`config.mk`:
```
export PLATFORM = sky130hd
export DESIGN_NAME = alu_cmd_issue
export DESIGN_NICKNAME = d
export VERILOG_FILES = /design/src/rtl/alu_cmd_issue.sv
export SDC_FILE = /design/constraint.sdc
export NUM_CORES = 1
export LEC_CHECK = 0
export CAP_MARGIN = 20
export CORE_UTILIZATION = 48
export CTS_CLUSTER_DIAMETER = 50
export DETAILED_ROUTE_END_ITERATION = 10
export GPL_TIMING_DRIVEN = 0
export PLACE_DENSITY = 0.75
export RECOVER_POWER = 25
export SYNTH_ARGS = -nofsm -noshare
export SYNTH_HDL_FRONTEND = slang
export SYNTH_SLANG_ARGS = --single-unit
export TNS_END_PERCENT = 50
```
`constraint.sdc`:
```
create_clock -name clk -period 2.57 [get_ports clk]
set_input_delay 0.771 -clock clk [delete_from_list [all_inputs] [get_ports clk]]
set_output_delay 0.771 -clock clk [all_outputs]
set_load 0.02 [all_outputs]
```
`src/rtl/alu_cmd_issue.sv`:
```
// Command FIFO and issue stage feeding an external combinational 8-bit ALU.
// Registers ALU inputs, traps div-by-zero / illegal opcode, holds the result.
module alu_cmd_issue #(
   parameter int DEPTH = 4
) (
   input  logic                     clk,
   input  logic                     rst,
   input  logic                     cmd_valid,
   output logic                     cmd_ready,
   input  logic [3:0]               cmd_sel,
   input  logic [7:0]               cmd_a,
   input  logic [7:0]               cmd_b,
   input  logic                     cmd_chain,
   output logic [3:0]               alu_sel,
   output logic [7:0]               alu_a,
   output logic [7:0]               alu_b,
   input  logic [7:0]               alu_out,
   output logic                     res_valid,
   input  logic                     res_ready,
   output logic [7:0]               res_data,
   output logic [3:0]               res_sel,
   output logic [1:0]               res_err,
   output logic [$clog2(DEPTH):0]   fifo_count
);

   localparam int AW = $clog2(DEPTH);
   localparam int CW = AW + 1;

   typedef struct packed {
      logic [3:0] sel;
      logic [7:0] a;
      logic [7:0] b;
      logic       chain;
   } cmd_t;

   typedef enum logic [1:0] {
      IDLE,
      EXEC,
      HOLD
   } state_t;

   cmd_t            mem_q [DEPTH];
   cmd_t            cmd_in;
   cmd_t            head;
   state_t          state_q, state_d;
   logic [AW-1:0]   wr_ptr_q, wr_ptr_d;
   logic [AW-1:0]   rd_ptr_q, rd_ptr_d;
   logic [CW-1:0]   count_q, count_d;
   logic [3:0]      alu_sel_q, alu_sel_d;
   logic [7:0]      alu_a_q, alu_a_d;
   logic [7:0]      alu_b_q, alu_b_d;
   logic            res_valid_q, res_valid_d;
   logic [7:0]      res_data_q, res_data_d;
   logic [3:0]      res_sel_q, res_sel_d;
   logic [1:0]      res_err_q, res_err_d;
   logic [7:0]      last_res_q, last_res_d;
   logic            push, pop;
   logic            div0, ill;
   logic [7:0]      cap_data;
   logic [1:0]      cap_err;

   assign cmd_in = '{sel: cmd_sel, a: cmd_a, b: cmd_b, chain: cmd_chain};
   assign head   = mem_q[rd_ptr_q];

   always_comb begin
      cmd_ready = !rst && (count_q < CW'(DEPTH));
      push      = cmd_valid && cmd_ready;
      div0      = (alu_sel_q == 4'd3) && (alu_b_q == 8'd0);
      ill       = (alu_sel_q == 4'd2);
      unique case (1'b1)
         div0: begin
            cap_data = 8'h00;
            cap_err  = 2'b01;
         end
         ill: begin
            cap_data = 8'h00;
            cap_err  = 2'b10;
         end
         default: begin
            cap_data = alu_out;
            cap_err  = 2'b00;
         end
      endcase
   end

   always_comb begin
      state_d     = state_q;
      pop         = 1'b0;
      alu_sel_d   = alu_sel_q;
      alu_a_d     = alu_a_q;
      alu_b_d     = alu_b_q;
      res_valid_d = res_valid_q;
      res_data_d  = res_data_q;
      res_sel_d   = res_sel_q;
      res_err_d   = res_err_q;
      last_res_d  = last_res_q;
      unique case (state_q)
         IDLE: begin
            if (count_q != '0) begin
               pop     = 1'b1;
               state_d = EXEC;
            end
         end
         EXEC: begin
            res_valid_d = 1'b1;
            res_data_d  = cap_data;
            res_sel_d   = alu_sel_q;
            res_err_d   = cap_err;
            last_res_d  = cap_data;
            state_d     = HOLD;
         end
         HOLD: begin
            if (res_ready) begin
               res_valid_d = 1'b0;
               if (count_q != '0) begin
                  pop     = 1'b1;
                  state_d = EXEC;
               end else begin
                  state_d = IDLE;
               end
            end
         end
         default: state_d = IDLE;
      endcase
      // last_res_q already holds the result completing in a HOLD fast-path pop
      if (pop) begin
         alu_sel_d = head.sel;
         alu_a_d   = head.chain ? last_res_q : head.a;
         alu_b_d   = head.b;
      end
      wr_ptr_d = push ? wr_ptr_q + AW'(1) : wr_ptr_q;
      rd_ptr_d = pop ? rd_ptr_q + AW'(1) : rd_ptr_q;
      count_d  = count_q + CW'(push) - CW'(pop);
   end

   always_ff @(posedge clk) begin
      if (rst) begin
         state_q     <= IDLE;
         wr_ptr_q    <= '0;
         rd_ptr_q    <= '0;
         count_q     <= '0;
         alu_sel_q   <= '0;
         alu_a_q     <= '0;
         alu_b_q     <= '0;
         res_valid_q <= 1'b0;
         res_data_q  <= '0;
         res_sel_q   <= '0;
         res_err_q   <= '0;
         last_res_q  <= '0;
      end else begin
         state_q     <= state_d;
         wr_ptr_q    <= wr_ptr_d;
         rd_ptr_q    <= rd_ptr_d;
         count_q     <= count_d;
         alu_sel_q   <= alu_sel_d;
         alu_a_q     <= alu_a_d;
         alu_b_q     <= alu_b_d;
         res_valid_q <= res_valid_d;
         res_data_q  <= res_data_d;
         res_sel_q   <= res_sel_d;
         res_err_q   <= res_err_d;
         last_res_q  <= last_res_d;
      end
   end

   always_ff @(posedge clk) begin
      if (push) begin
         mem_q[wr_ptr_q] <= cmd_in;
      end
   end

   assign alu_sel    = alu_sel_q;
   assign alu_a      = alu_a_q;
   assign alu_b      = alu_b_q;
   assign res_valid  = res_valid_q;
   assign res_data   = res_data_q;
   assign res_sel    = res_sel_q;
   assign res_err    = res_err_q;
   assign fifo_count = count_q;

endmodule

```
==> Word level (Yosys, flattened, before mapping) <==
Memory sizes are Yosys's and may differ from the RTL's. A register that Yosys moved wholly into a read port is not among the register bits.
Index checks and enable logic that the tools add are counted.
{ "word_totals": {"regBits": 44, "wordCells": 50, "mem_count": 1, "out_inout_bits": 39, "ramBits": 84, "in_bits": 33} }
{ "mem_list": {"columns": ["name", "words", "word_bits", "rd", "rd_clocked_by_memory_dff", "wr", "line", "source"], "rows": [
  ["mem_q", 4, 21, 1, 1, 1, "42", "cmd_t mem_q [DEPTH];"]
]} }
{ "op_classes": {"n_eq_ne": 6, "n_mux": 16, "magnitude_cmp": 1, "addsub": 4, "reduce_logical": 11} }
{ "op_table": {"columns": ["op", "n"], "rows": [
  ["2-to-1 mux 8 bit", 2],
  ["== test 4 x 2 -> 1 bit (second input constant)", 2],
  ["zero test 8 bit", 1],
  ["2-to-1 mux 2 bit", 4],
  ["2-to-1 mux 1 bit", 6],
  ["one-hot mux 2 bit (3 select lines)", 1],
  ["adder 2 x 1 -> 2 bit (second input constant)", 2],
  ["!= test 2 bit (second input constant)", 2],
  ["one-hot mux 1 bit (2 select lines)", 2],
  ["one-hot mux 2 bit (2 select lines)", 1],
  ["AND reduction 2 bit", 2],
  ["adder 3 x 1 -> 3 bit", 1],
  ["logical AND 1 bit", 3],
  ["less-than comparator 3 bit (second input constant)", 1],
  ["nonzero test 3 bit", 1],
  ["subtractor 3 x 1 -> 3 bit", 1],
  ["== test 2 x 1 -> 1 bit (second input constant)", 1],
  ["== test 2 bit (second input constant)", 1],
  ["zero test 2 bit", 1],
  ["nonzero test 2 bit", 1],
  ["OR reduction 2 bit", 1],
  ["zero test 1 bit", 1]
]} }

==> Logic depth before layout (Yosys ltp) <==
{ "depth": {"word_depth": 6, "depth_mapped": 11, "mapped_depth_nobuf": 9} }

==> Worst setup path before layout <==
Ideal clock, no wire load.
{ "synth_path": {"kind": "in2reg", "start": "in rst", "end": "reg count_q[2], in the netlist fifo_count[2]", "slack_ps": -72, "setup_ps": 128, "path_buffers": 0, "arrival_ps": 2515, "t_required_ps": 2442, "cell_stages": 9, "path_cell_list": "nor2_1 > and2_1 > inv_1 > ha_1 > inv_1 > ha_1 > fa_1 > xnor2_1 > nor2_1"} }
{ "synth_between": {"elab_chain_len": 5} }
{ "synth_lines": {"columns": ["element", "line", "source"], "rows": [
  ["start: declaration", "7", "input logic rst,"],
  ["zero test 1 bit", "66", "cmd_ready = !rst && (count_q < CW'(DEPTH));"],
  ["logical AND 1 bit", "66", null],
  ["logical AND 1 bit", "67", "push = cmd_valid && cmd_ready;"],
  ["adder 3 x 1 -> 3 bit", "133", "count_d = count_q + CW'(push) - CW'(pop);"],
  ["subtractor 3 x 1 -> 3 bit", "133", null],
  ["end signal: assignment", "154", "count_q <= count_d;"],
  ["end: declaration", "48", "logic [CW-1:0] count_q, count_d;"]
]} }
Parallel ways exist; a longest one is shown, timed or not.
A chain may end at the register's enable or synchronous reset.

==> Worst setup path in the final report <==
{ "layout_path": {"start": "in res_ready", "end": "reg count_q[1], in the netlist fifo_count[1]"} }
{ "layout_between": {"elab_chain_len": 3} }
{ "layout_lines": {"columns": ["element", "line", "source"], "rows": [
  ["start: declaration", "19", "input logic res_ready,"],
  ["2-to-1 mux 1 bit", "113", "if (res_ready) begin"],
  ["one-hot mux 1 bit (2 select lines)", "97", "unique case (state_q)"],
  ["subtractor 3 x 1 -> 3 bit", "133", null],
  ["via count_d[1]", "48", null]
]} }
The timed path passes the listed nets, and every way through them passes these cells.

==> key figures <==
Floorplan
  – Core area: 0.009774 mm^2
  – Height of the die: between 100 and 150 um
  – Die ar.: 0.01049 mm^2
  – Core Rows: 36
  – Starting Density: 0.4953
  – # IOs: 72
  – Die outline width: between 100 and 150 um

Pwr
  – Comb pwr share: 0.293
  – Flop pwr share: 0.387
  – Switching power share of the total: 0.2980
  – Leak: 2.217 nW
  – Clk pwr share: 0.319
  – Maximum vdd drop: 491.9 uV
  – Internal power: 4.904 mW
  – Pwr/cell area: 1090 mW/mm^2
  – Switching Power: 2.081 mW
  – PnR Total Power: 6.985 mW

Finish
  – Most frequent cells in the layout: 84 x edfxtp_1, 53 x clkdlybuf4s50_1, 46 x dfxtp_1
  – Non-filler cells, final: between 500 and 600
  – Number of nets in the layout: 442
  – Layout cell share with drive strength beyond 1: 0.1566
  – Syn-to-layout area delta: 32.39%
  – Fillers: between 600 and 700
  – Commonest non-fill, non-tap cell in the layout: edfxtp_1

Clocking
  – Reg clk slew, reported paths: 60 ps
  – Inserted Clock Buffers: 17
  – Skew-Pair Late Insertion Delay: ~510 ps
  – CTS Sinks: 130
  – Clock Root Buffer: clkbuf_8
  – Clk buf depth: 2
  – H-Tree Depth: 4
  – TritonCTS clock tree: yes
  – Cts hold-fix bufs: 0

Placed design
  – I/O Buffers: a little over 70
  – Final GP Congestion: 0.7546
  – Dpl cells: between 500 and 600
  – Placement Setup Slack: -658.8 ps
  – Detailed placer's ending HPWL: 6441 um

Synthesis
  – Post-synthesis xor/xnor area fraction: 0.007237
  – Post-synthesis mux area share: 0.1142
  – Post-synthesis cell type count: 33
  – Post-synthesis sequential area ratio: 0.7113
  – Post-synthesis compound-gate area fraction: 0.05014
  – Largest family of logic cells by synthesized area: multiplexers
  – Syn_area_per_cell: 15.72 um^2
  – Synth Area in Simple Gates: 0.07470
  – Syn nets: 348
  – Syn Inst Count: 308
  – Synth Cell Area: 0.004841 mm^2
  – Post-Synth Adder-Cell Area: 0.01964
  – Largest area contributor in the netlist: edfxtp_1
  – Post-synthesis register bit count: 130
  – Ys Warns: 0
  – Yosys top cell area share: 0.5211
  – Largest cells by area after synthesis: edfxtp_1 52%, dfxtp_1 19%, mux4_2 9.8%

Setup path
  – CP max FO: 11
  – Critical path type: in2reg
  – Worst Path Required: 2950 ps
  – Startpoint types: primary input
  – Worst setup EP type: flop
  – Critical Path AT: between 2000 and 3000 ps
  – FF-to-FF setup slack: 330 ps

STA
  – Slew Viols, Final: 0
  – # setup viols final: 0
  – Tmin final: 2531 ps
  – Final TNS setup: 0 ps
  – Fin crit share: 0.9849
  – Peak Freq: 395.1 MHz
  – RSZ-0062 raised after global routing: false
  – Clk_skew: 8.734 ps
  – Least-Margin Pin Slew: 756.4 ps
  – Slew margin rel.: 0.4958
  – Hold Vio Cnt, Final: 0
  – Final hold slack: 454.8 ps
  – Setup WS post-layout: 38.77 ps

Route
  – Detail Route Antenna Nets: 0
  – Routed wire length: 9884 um
  – Routed len/inst: 18.00 um
  – DRT Pass-1 Iters: 4
  – Drt first-iter violations: 139
  – Drc violations: 0
  – Vias per cell: 5.295
  – Via count: 2907

Global route
  – All-Layer GR Usage: 0.2041
  – Initial antenna violation count: 1
  – Number of global-route vias before repair: between 2000 and 3000
  – First-pass GRT wire length: 15320 um
  – Largest net degree at the start of global routing: 17
  – Total congestion overflow: 0

Worst hold path
  – Worst hold path class: reg2reg

Flow run
  – Max cap viols: 0

Outcome
  – Outcome: completed
==> power by group through the flow <==
| stage | logic [mW] | clock network, mW | registers [mW] |
|---|---|---|---|
| 2_1_floorplan | 1.06 | 0 | 2.92 |
| 3_3_place_gp | 1.94 | 0 | 2.73 |
| 3_5_place_dp | 2.01 | 0 | 2.74 |
| 4_1_cts | 2.06 | 2.25 | 2.71 |
| 5_1_grt | 2.23 | 2.34 | 2.74 |
| 6_report | 2.05 | 2.23 | 2.70 |
==> path summary, 6_finish.rpt <==
path,startpoint,endpoint,cells after the start
min,res_err[0],res_err[0],2
max reg2reg,fifo_count[2],fifo_count[1],8
max,res_ready,fifo_count[1],9
min reg2reg,res_err[0],res_err[0],2
==> metrics by stage <==
stage,utilization,cell area (um^2)
2_1_floorplan,-,4843
3_3_place_gp,0.5853,5720
3_5_place_dp,0.5952,5818
4_1_cts,0.6546,6399
5_1_grt,0.6557,6409
6_report,0.6557,6409
==> cells by family (layout without fill, tap and decap cells) <==
family	count (synthesis)	count (layout)
flops	130	130
simple gates	76	76
compound gates	38	38
mux	29	29
buf+inv	24	131
fa+ha+maj	7	7
xor+xnor	4	4
other cells	0	1
==> sequential cells by signal, indices dropped and copies added, names as in the netlist, 3 cells and up, named ones only <==
register,flops
res_sel,4
alu_b,8
alu_sel,4
mem_q,84
alu_a,8
fifo_count,3
last_res_q,8
==> layout make-up <==
type	instances	area (um^2)	area share
plain buffers	14	67.56	0.01054
clock buffers	29	551.8	0.08610
diodes	1	2.502	0.0003905
clock inverters	3	13.76	0.002148
repair buffers	77	823.3	0.1285
inverters	8	37.54	0.005857
flip-flops and latches	130	3443	0.5373
well taps	133	166.4	0.02597
multi-input cells	154	1303	0.2032
==> synth_stat cells (all sizes together) <==
library cell   n
edfxtp        84
dfxtp         46
nand2         35
mux4          21
a21oi         19
nor2          19
buf            9
a211oi         8
a22o           8
inv            8
mux2i          8
clkbuf         7
ha             6
nor2b          5
and3           4
xnor2          4
nor3           3
o21ai          2
or3            2
and2           1
and4           1
fa             1
nand2b         1
nand3b         1
nor3b          1
nor4           1
nor4b          1
o31ai          1
or3b           1
==> critical path, stage by stage <==
cell	delay, ps
clkdlybuf4s50_1	500
nor2b_1	70
or3_4	450
inv_8	120
ha_1	230
inv_1	60
ha_2	170
fa_1	390
nor2b_1	130
==> what timing repair did <==
action | 4_1_cts | 5_1_grt
buffers inserted | 0 | 2
setup endpoints to repair | 3 | 2
endpoints found under the hold margin | 0 | 0
resized for setup | 9 | 3
pin swaps | 0 | 1
gates cloned | 0 | 0
==> per-layer routing <==
layer | up-vias | share of wire | global-route usage
met3 | 16 | 0.042 | 0.04925
met4 | 0 | 0.018 | 0.09231
li1 | 1347 | - | -
met2 | 93 | 0.52 | 0.3354
met5 | - | 0 | 0
met1 | 1451 | 0.42 | 0.2574
(Power assumes the default switching activity.)
